[src/rtl/count_pwm_pkg.sv]
// Shared types and helpers for the count-driven PWM generator.
package count_pwm_pkg;

   typedef enum logic {
      SYNC,
      RUN
   } state_e;

   localparam int unsigned CNT_W_DEF = 4;

   // Saturate a requested high-time at one full period (2^w counts).
   function automatic logic [31:0] clamp_duty(
      input logic [31:0] duty,
      input int unsigned w
   );
      logic [31:0] lim;
      lim = 32'd1 << w;
      return (duty > lim) ? lim : duty;
   endfunction

endpackage

[src/rtl/count_wrap_detect.sv]
// Flags the first cycle of each counter period (entry to zero).
module count_wrap_detect #(
   parameter int unsigned CNT_W = 4
) (
   input  logic             clk,
   input  logic             rst_n,
   input  logic [CNT_W-1:0] count_i,
   output logic             boundary_o
);

   logic [CNT_W-1:0] prev_q;

   // All-ones at reset so the first zero seen counts as a wrap.
   always_ff @(posedge clk or negedge rst_n) begin
      if (!rst_n) begin
         prev_q <= '1;
      end else begin
         prev_q <= count_i;
      end
   end

   assign boundary_o = (count_i == '0) && (prev_q != '0);

endmodule

[src/rtl/count_pwm_gen.sv]
// Registered PWM from an upstream count, with shadowed duty updates
// that only take effect at the counter wrap.
module count_pwm_gen
   import count_pwm_pkg::*;
#(
   parameter int unsigned CNT_W = CNT_W_DEF
) (
   input  logic             clk,
   input  logic             rst_n,
   input  logic [CNT_W-1:0] count_in,
   input  logic             cfg_valid,
   output logic             cfg_ready,
   input  logic [CNT_W:0]   cfg_duty,
   output logic             cfg_applied,
   output logic             period_start,
   output logic             pwm_out
);

   localparam int unsigned DW = CNT_W + 1;

   state_e        state_q;
   logic [DW-1:0] active_q;
   logic [DW-1:0] pend_q;
   logic          pending_q;
   logic          pwm_q;
   logic          ps_q;
   logic          applied_q;

   logic          boundary;
   logic          accept;
   logic          apply;
   logic [DW-1:0] duty_d;
   logic [DW-1:0] duty_used;
   logic [DW-1:0] count_ext;

   count_wrap_detect #(
      .CNT_W (CNT_W)
   ) u_wrap (
      .clk        (clk),
      .rst_n      (rst_n),
      .count_i    (count_in),
      .boundary_o (boundary)
   );

   assign cfg_ready = !pending_q;
   assign accept    = cfg_valid && !pending_q;
   assign apply     = boundary && pending_q;
   assign duty_d    = DW'(clamp_duty(32'(cfg_duty), CNT_W));
   assign count_ext = {1'b0, count_in};

   // A duty applied at the wrap already governs the wrap cycle itself.
   assign duty_used = apply ? pend_q : active_q;

   always_ff @(posedge clk or negedge rst_n) begin
      if (!rst_n) begin
         state_q   <= SYNC;
         active_q  <= '0;
         pend_q    <= '0;
         pending_q <= 1'b0;
         pwm_q     <= 1'b0;
         ps_q      <= 1'b0;
         applied_q <= 1'b0;
      end else begin
         applied_q <= apply;
         if (apply) begin
            active_q  <= pend_q;
            pending_q <= 1'b0;
         end else if (accept) begin
            pend_q    <= duty_d;
            pending_q <= 1'b1;
         end
         unique case (state_q)
            SYNC: begin
               pwm_q <= boundary && (count_ext < duty_used);
               ps_q  <= boundary;
               if (boundary) begin
                  state_q <= RUN;
               end
            end
            RUN: begin
               pwm_q <= count_ext < duty_used;
               ps_q  <= boundary;
            end
            default: begin
               state_q <= SYNC;
               pwm_q   <= 1'b0;
               ps_q    <= 1'b0;
            end
         endcase
      end
   end

   assign pwm_out      = pwm_q;
   assign period_start = ps_q;
   assign cfg_applied  = applied_q;

endmodule

[config.mk]
export PLATFORM = sky130hd
export DESIGN_NAME = count_pwm_gen
export DESIGN_NICKNAME = d
export VERILOG_FILES = /design/src/rtl/count_pwm_pkg.sv /design/src/rtl/count_wrap_detect.sv /design/src/rtl/count_pwm_gen.sv
export SDC_FILE = /design/constraint.sdc
export NUM_CORES = 1
export LEC_CHECK = 0
export CORE_MARGIN = 3
export CORE_UTILIZATION = 30
export DETAILED_ROUTE_END_ITERATION = 6
export GPL_ROUTABILITY_DRIVEN = 0
export GPL_TIMING_DRIVEN = 0
export PLACE_DENSITY = 0.61
export SLEW_MARGIN = 40
export SYNTH_ARGS = -nofsm -noshare
export SYNTH_HDL_FRONTEND = slang
export SYNTH_HIERARCHICAL = 1
export SYNTH_SLANG_ARGS = --single-unit
[constraint.sdc]
create_clock -name clk -period 3.05 [get_ports clk]
set_clock_uncertainty 0.15 [all_clocks]
set_input_delay 0.61 -clock clk [delete_from_list [all_inputs] [get_ports clk]]
set_output_delay 0.61 -clock clk [all_outputs]
set_load 0.02 [all_outputs]
**Word level (Yosys, flattened, before mapping)**

Index checks and enable logic that the tools add are counted.

- Bitwise gates (word level): 2
- Magnitude comparators: 2
- Reduce and logical (&&, ||, !) cells: 9
- Muxes and demuxes: 7

Operator list:

| cell | number |
|---|---|
| 5-bit 2-to-1 mux | 2 |
| 5-bit > comparator (second input constant) | 1 |
| 4-bit by 5-bit less-than comparator with 1-bit output | 1 |
| 1-bit logical AND | 4 |
| 4-bit zero test | 1 |
| 1-bit 2-to-1 mux | 4 |
| 4-bit nonzero test | 1 |
| 1-bit NOT | 2 |
| 1-bit one-hot mux with 2 select lines | 1 |
| 2-bit AND reduction | 1 |
| 2-bit nonzero test | 1 |
| 1-bit zero test | 1 |

- Logic and storage cells: 28
- Register bits: 19

**Logic depth before layout (Yosys ltp)**

- Depth in word-level cells: 7
- Depth in mapped cells: 8
- Gate-level depth less buffers: 8

**Modules after synthesis**

The synthesis kept the hierarchy.

By module, submodules not included:

| module | seq. area each (um^2) | times used | area each (um^2) | cells each |
|---|---|---|---|---|
| count_pwm_gen | 375.4 | 1 | 694.4 | 62 |
| count_wrap_detect | 105.1 | 1 | 122.6 | 7 |

**Worst setup path after synthesis**

OpenSTA, ideal clock, no wires.

- Path kind: input-to-reg
- From: input count_in[1]
- To: register pwm_q, in the netlist pwm_out
- Library setup time: 0.138 ns
- Cell stages on the path: 8
- Path buffers: 0
- Required time: 2.762 ns
- Path slack: 0.142 ns
- Arrival time: 2.619 ns
- Cells stage by stage: or4_1 nor2_1 nand2_1 mux2i_1 ha_1 nand2_1 a2111oi_2 a211oi_2

- Longest elaborated chain between the ends: 7

Ends and longest elaborated chain:

| element | RTL line | RTL |
|---|---|---|
| start: declaration | count_pwm_gen.sv:10 | `input logic [CNT_W-1:0] count_in,` |
| 4-bit zero test * | count_wrap_detect.sv:22 | `assign boundary_o = (count_i == '0) && (prev_q != '0);` |
| 1-bit logical AND * | count_wrap_detect.sv:22 |  |
| named net boundary | count_pwm_gen.sv:29 | `logic boundary;` |
| 1-bit logical AND | count_pwm_gen.sv:47 | `assign apply = boundary && pending_q;` |
| 5-bit 2-to-1 mux | n/a |  |
| 4-bit by 5-bit less-than comparator with 1-bit output | count_pwm_gen.sv:74, count_pwm_gen.sv:81 |  |
| 1-bit logical AND | count_pwm_gen.sv:74 | `pwm_q <= boundary && (count_ext < duty_used);` |
| 1-bit one-hot mux with 2 select lines * | count_pwm_gen.sv:72 | `unique case (state_q)` |
| end signal: assignment | count_pwm_gen.sv:74 |  |
| end signal: assignment | count_pwm_gen.sv:81 | `pwm_q <= count_ext < duty_used;` |
| end: declaration | count_pwm_gen.sv:25 | `logic pwm_q;` |

Mark *: on every way through the listed nets, which the timed path passes. The rest lies on a longest branch.
A chain may end at the register's enable or synchronous reset.

**Worst setup path in the final report**

Ends and elaborated chain as after synthesis.

==> results_dict.tcl <==
set metrics [dict create \
    setup_viol 0 \
    max_freq_mhz 340 \
    vdd_drop_max_uv 428 \
    rows 18 \
    grt_pass1_wl_um 2640 \
    syn_inst 69 \
    syn_area_um2 817 \
    drc 0 \
    layout-drive-gt1-share_pct 25.8 \
    die_w_um 58.2 \
    cp_max_fo 4 \
    die_area_mm2 0.00339 \
    crit_type "in -> reg" \
    hpwl_um 1090 \
    holdWs_ps 80.6 \
    grt_pass1_vias 559 \
    grt-ovfl-total 0 \
    ant_nets 0 \
    numClockSinks 19 \
    end_kind "register" \
    synth_nets 84 \
    cap_viol_max_count 0 \
    tns_ps 0 \
    yosys_warnings 6 \
    coreArea_mm2 0.00252 \
    antenna_cells 0 \
    synth_top_area_cell "dfrtp_1" \
    worst_pin_slew_ps 527 \
    cp_num_buf_inv 1 \
    initial_core_util_pct 32.4 \
    status "complete, no violations" \
    dpl-instance-area_mm2 0.00100 \
    clock_latency_ps 290 \
    max_stage_delay_ps 570 \
    yosysSeqAreaShare_pct 58.8 \
    ys_types 23 \
    grt_max_degree 20 \
    period_share_pct 96.4 \
    cts_tree "built" \
    clock_path_buffers 2 \
    slew_viol_final 0 \
    antenna_found_initial 0 \
    cpLargestDelayFamily "simple AND/OR/NAND/NOR gates" \
    htreeDepth 1 \
    grtUsageTotal_pct 10.5 \
    syn_area_per_cell_um2 11.8 \
    syn_to_final_growth_pct 29.1 \
    fin_area_mm2 0.00105 \
    worst_setup_path_start_kind "input port" \
    viasPerCell 4.66 \
    hold_viol 0 \
    hp-class "in -> async" \
    routed-via-count 554 \
    drtPass1Iterations 3 \
    ys_ff_latch 19 \
    required_ps 3070 \
    drt_iter0_drc 28 \
    synthTopCellsByArea "dfrtp_1 (46%), dfstp_2 (13%), ha_1 (4.6%), nand2b_1 (4.6%), mux2i_1 (3.7%)" \
    synthDominantCellAreaShare_pct 45.9 \
    crit_slowest_cell "or4_4" \
    clkSlewWorstSetupHoldPaths_ps 100 \
    placedCellCount 114 \
    layoutNonFillerInstCount 119 \
    fin_nets 105 \
    max_slew_margin_pct 64.6 \
    fin_crit_ps 2940 \
    p_leak_nw 0.503 \
    die_h_um 58.2 \
    wl_per_cell_um 12.4 \
    io_buffers 15 \
    pin_count 16 \
    root_buffer "clkbuf_4" \
    arrival_ps 2960 \
    rsz0062_at_grt "false" \
    cts_buffers 3 \
    cp_cell_sequence "clkdlybuf4s50_1, or4_4, nor2_4, nand2_2, mux2i_2, ha_1, nand2_1, a2111oi_2, a211oi_2" \
    wl_um 1480 \
    cellPowerDensity_mw_per_mm2 705 \
]
-- power by group --
part	internal [mW]	total, mW	switching (mW)
clock network	0.0508	0.126	0.0747
registers	0.328	0.374	0.0456
logic	0.129	0.245	0.116
total	0.508	0.744	0.236
-- timing repair --
action / CTS / global route
hold buffers: 0 / 0
buffers inserted: 1 / 0
pin swaps: 1 / 0
gates resized for setup: 2 / 4
endpoints found under the setup margin: 1 / 1
-- cell usage after synthesis --
cell,instances
dfrtp_1,15
o21a_1,1
a211oi_2,1
mux2_4,1
buf_4,1
dfstp_2,4
a2111oi_2,1
or4_1,1
nor4_1,1
o21ai_0,5
inv_1,7
mux2i_1,3
and3_4,1
and3_1,1
or2_2,3
and3b_2,1
nand2b_1,6
nand2_1,6
o211ai_1,1
ha_1,3
nor2_1,2
a21boi_0,2
a21oi_1,2
-- final timing paths --
check                                       from               end  slack (ps)  cells after the start
worst max register to register  u_wrap/prev_q[1]           pwm_out         630                      8
worst min register to register         pend_q[1]         pend_q[1]         340                      2
max in group asynchronous                  rst_n  u_wrap/prev_q[0]        2350                      1
worst min-delay path                       rst_n       active_q[4]          80                      1
min in group clk                       pend_q[1]         pend_q[1]         340                      2
worst max-delay path                 count_in[1]           pwm_out         110                      9
-- layer usage --
metal	part of all wire (%)	track usage, %	vias to the layer above
li1	-	-	274
met1	44	13.5	263
met2	48	16.0	15
met3	6.6	4.01	2
met4	0.95	3.97	0
met5	0	0	-
-- final cells by class --
type                    count  area [um^2]
fillers                   254         1470
inverters                   7         26.3
well taps                  30         37.5
clock buffers               4         26.3
flip-flops and latches     19          480
multi-input cells          42          324
repair buffers             16          153
plain buffers               1         7.51
-- through the flow --
stage               setup WS (ps)  power [mW]  utilization, %
global route                 2.43       0.806            41.8
finish                        110       0.744            41.8
detailed placement           -737       0.617            39.8
global placement             -668       0.605            39.8
CTS                          21.8       0.747            41.5
floorplan                     142       0.529               -
-- worst register-to-register path: cells and delay by family, from the launching register on --
kind	cells	cell delay [ps]
mux	1	260
simple gates	3	740
compound gates	3	530
flops	1	380
fa+ha+maj	1	280
-- logic make-up (layout without fill, tap and decap cells) --
family                   after synthesis  count (layout)  synth area share (%)
AO/OA/AOI/OAI                         13              13                  11.3
adder cells (fa/ha/maj)                3               3                  4.59
buffers and inverters                  8              28                  4.14
flip-flops                            19              19                  58.8
multiplexers                           4               4                  5.51
AND/OR/NAND/NOR                       22              22                  15.6
-- cells in the final DEF (no fill, tap or decap), types with 2 or more instances in the layout --
master,instances
clkdlybuf4s50_1,14
inv_1,7
nand2b_1,6
mux2i_1,2
buf_4,2
dfstp_2,4
clkbuf_4,3
a21boi_0,2
nand2_1,5
dfrtp_1,15
o21ai_0,5
ha_1,3
or2_2,3
-- flip-flops by register name, summed over array words and instances, names as in the netlist --
signal	flops
period_start	1
pending_q	1
active_q	5
u_wrap/prev_q	4
state_q	1
pend_q	5
cfg_applied	1
pwm_out	1
Power figures use the tool's default switching activity.
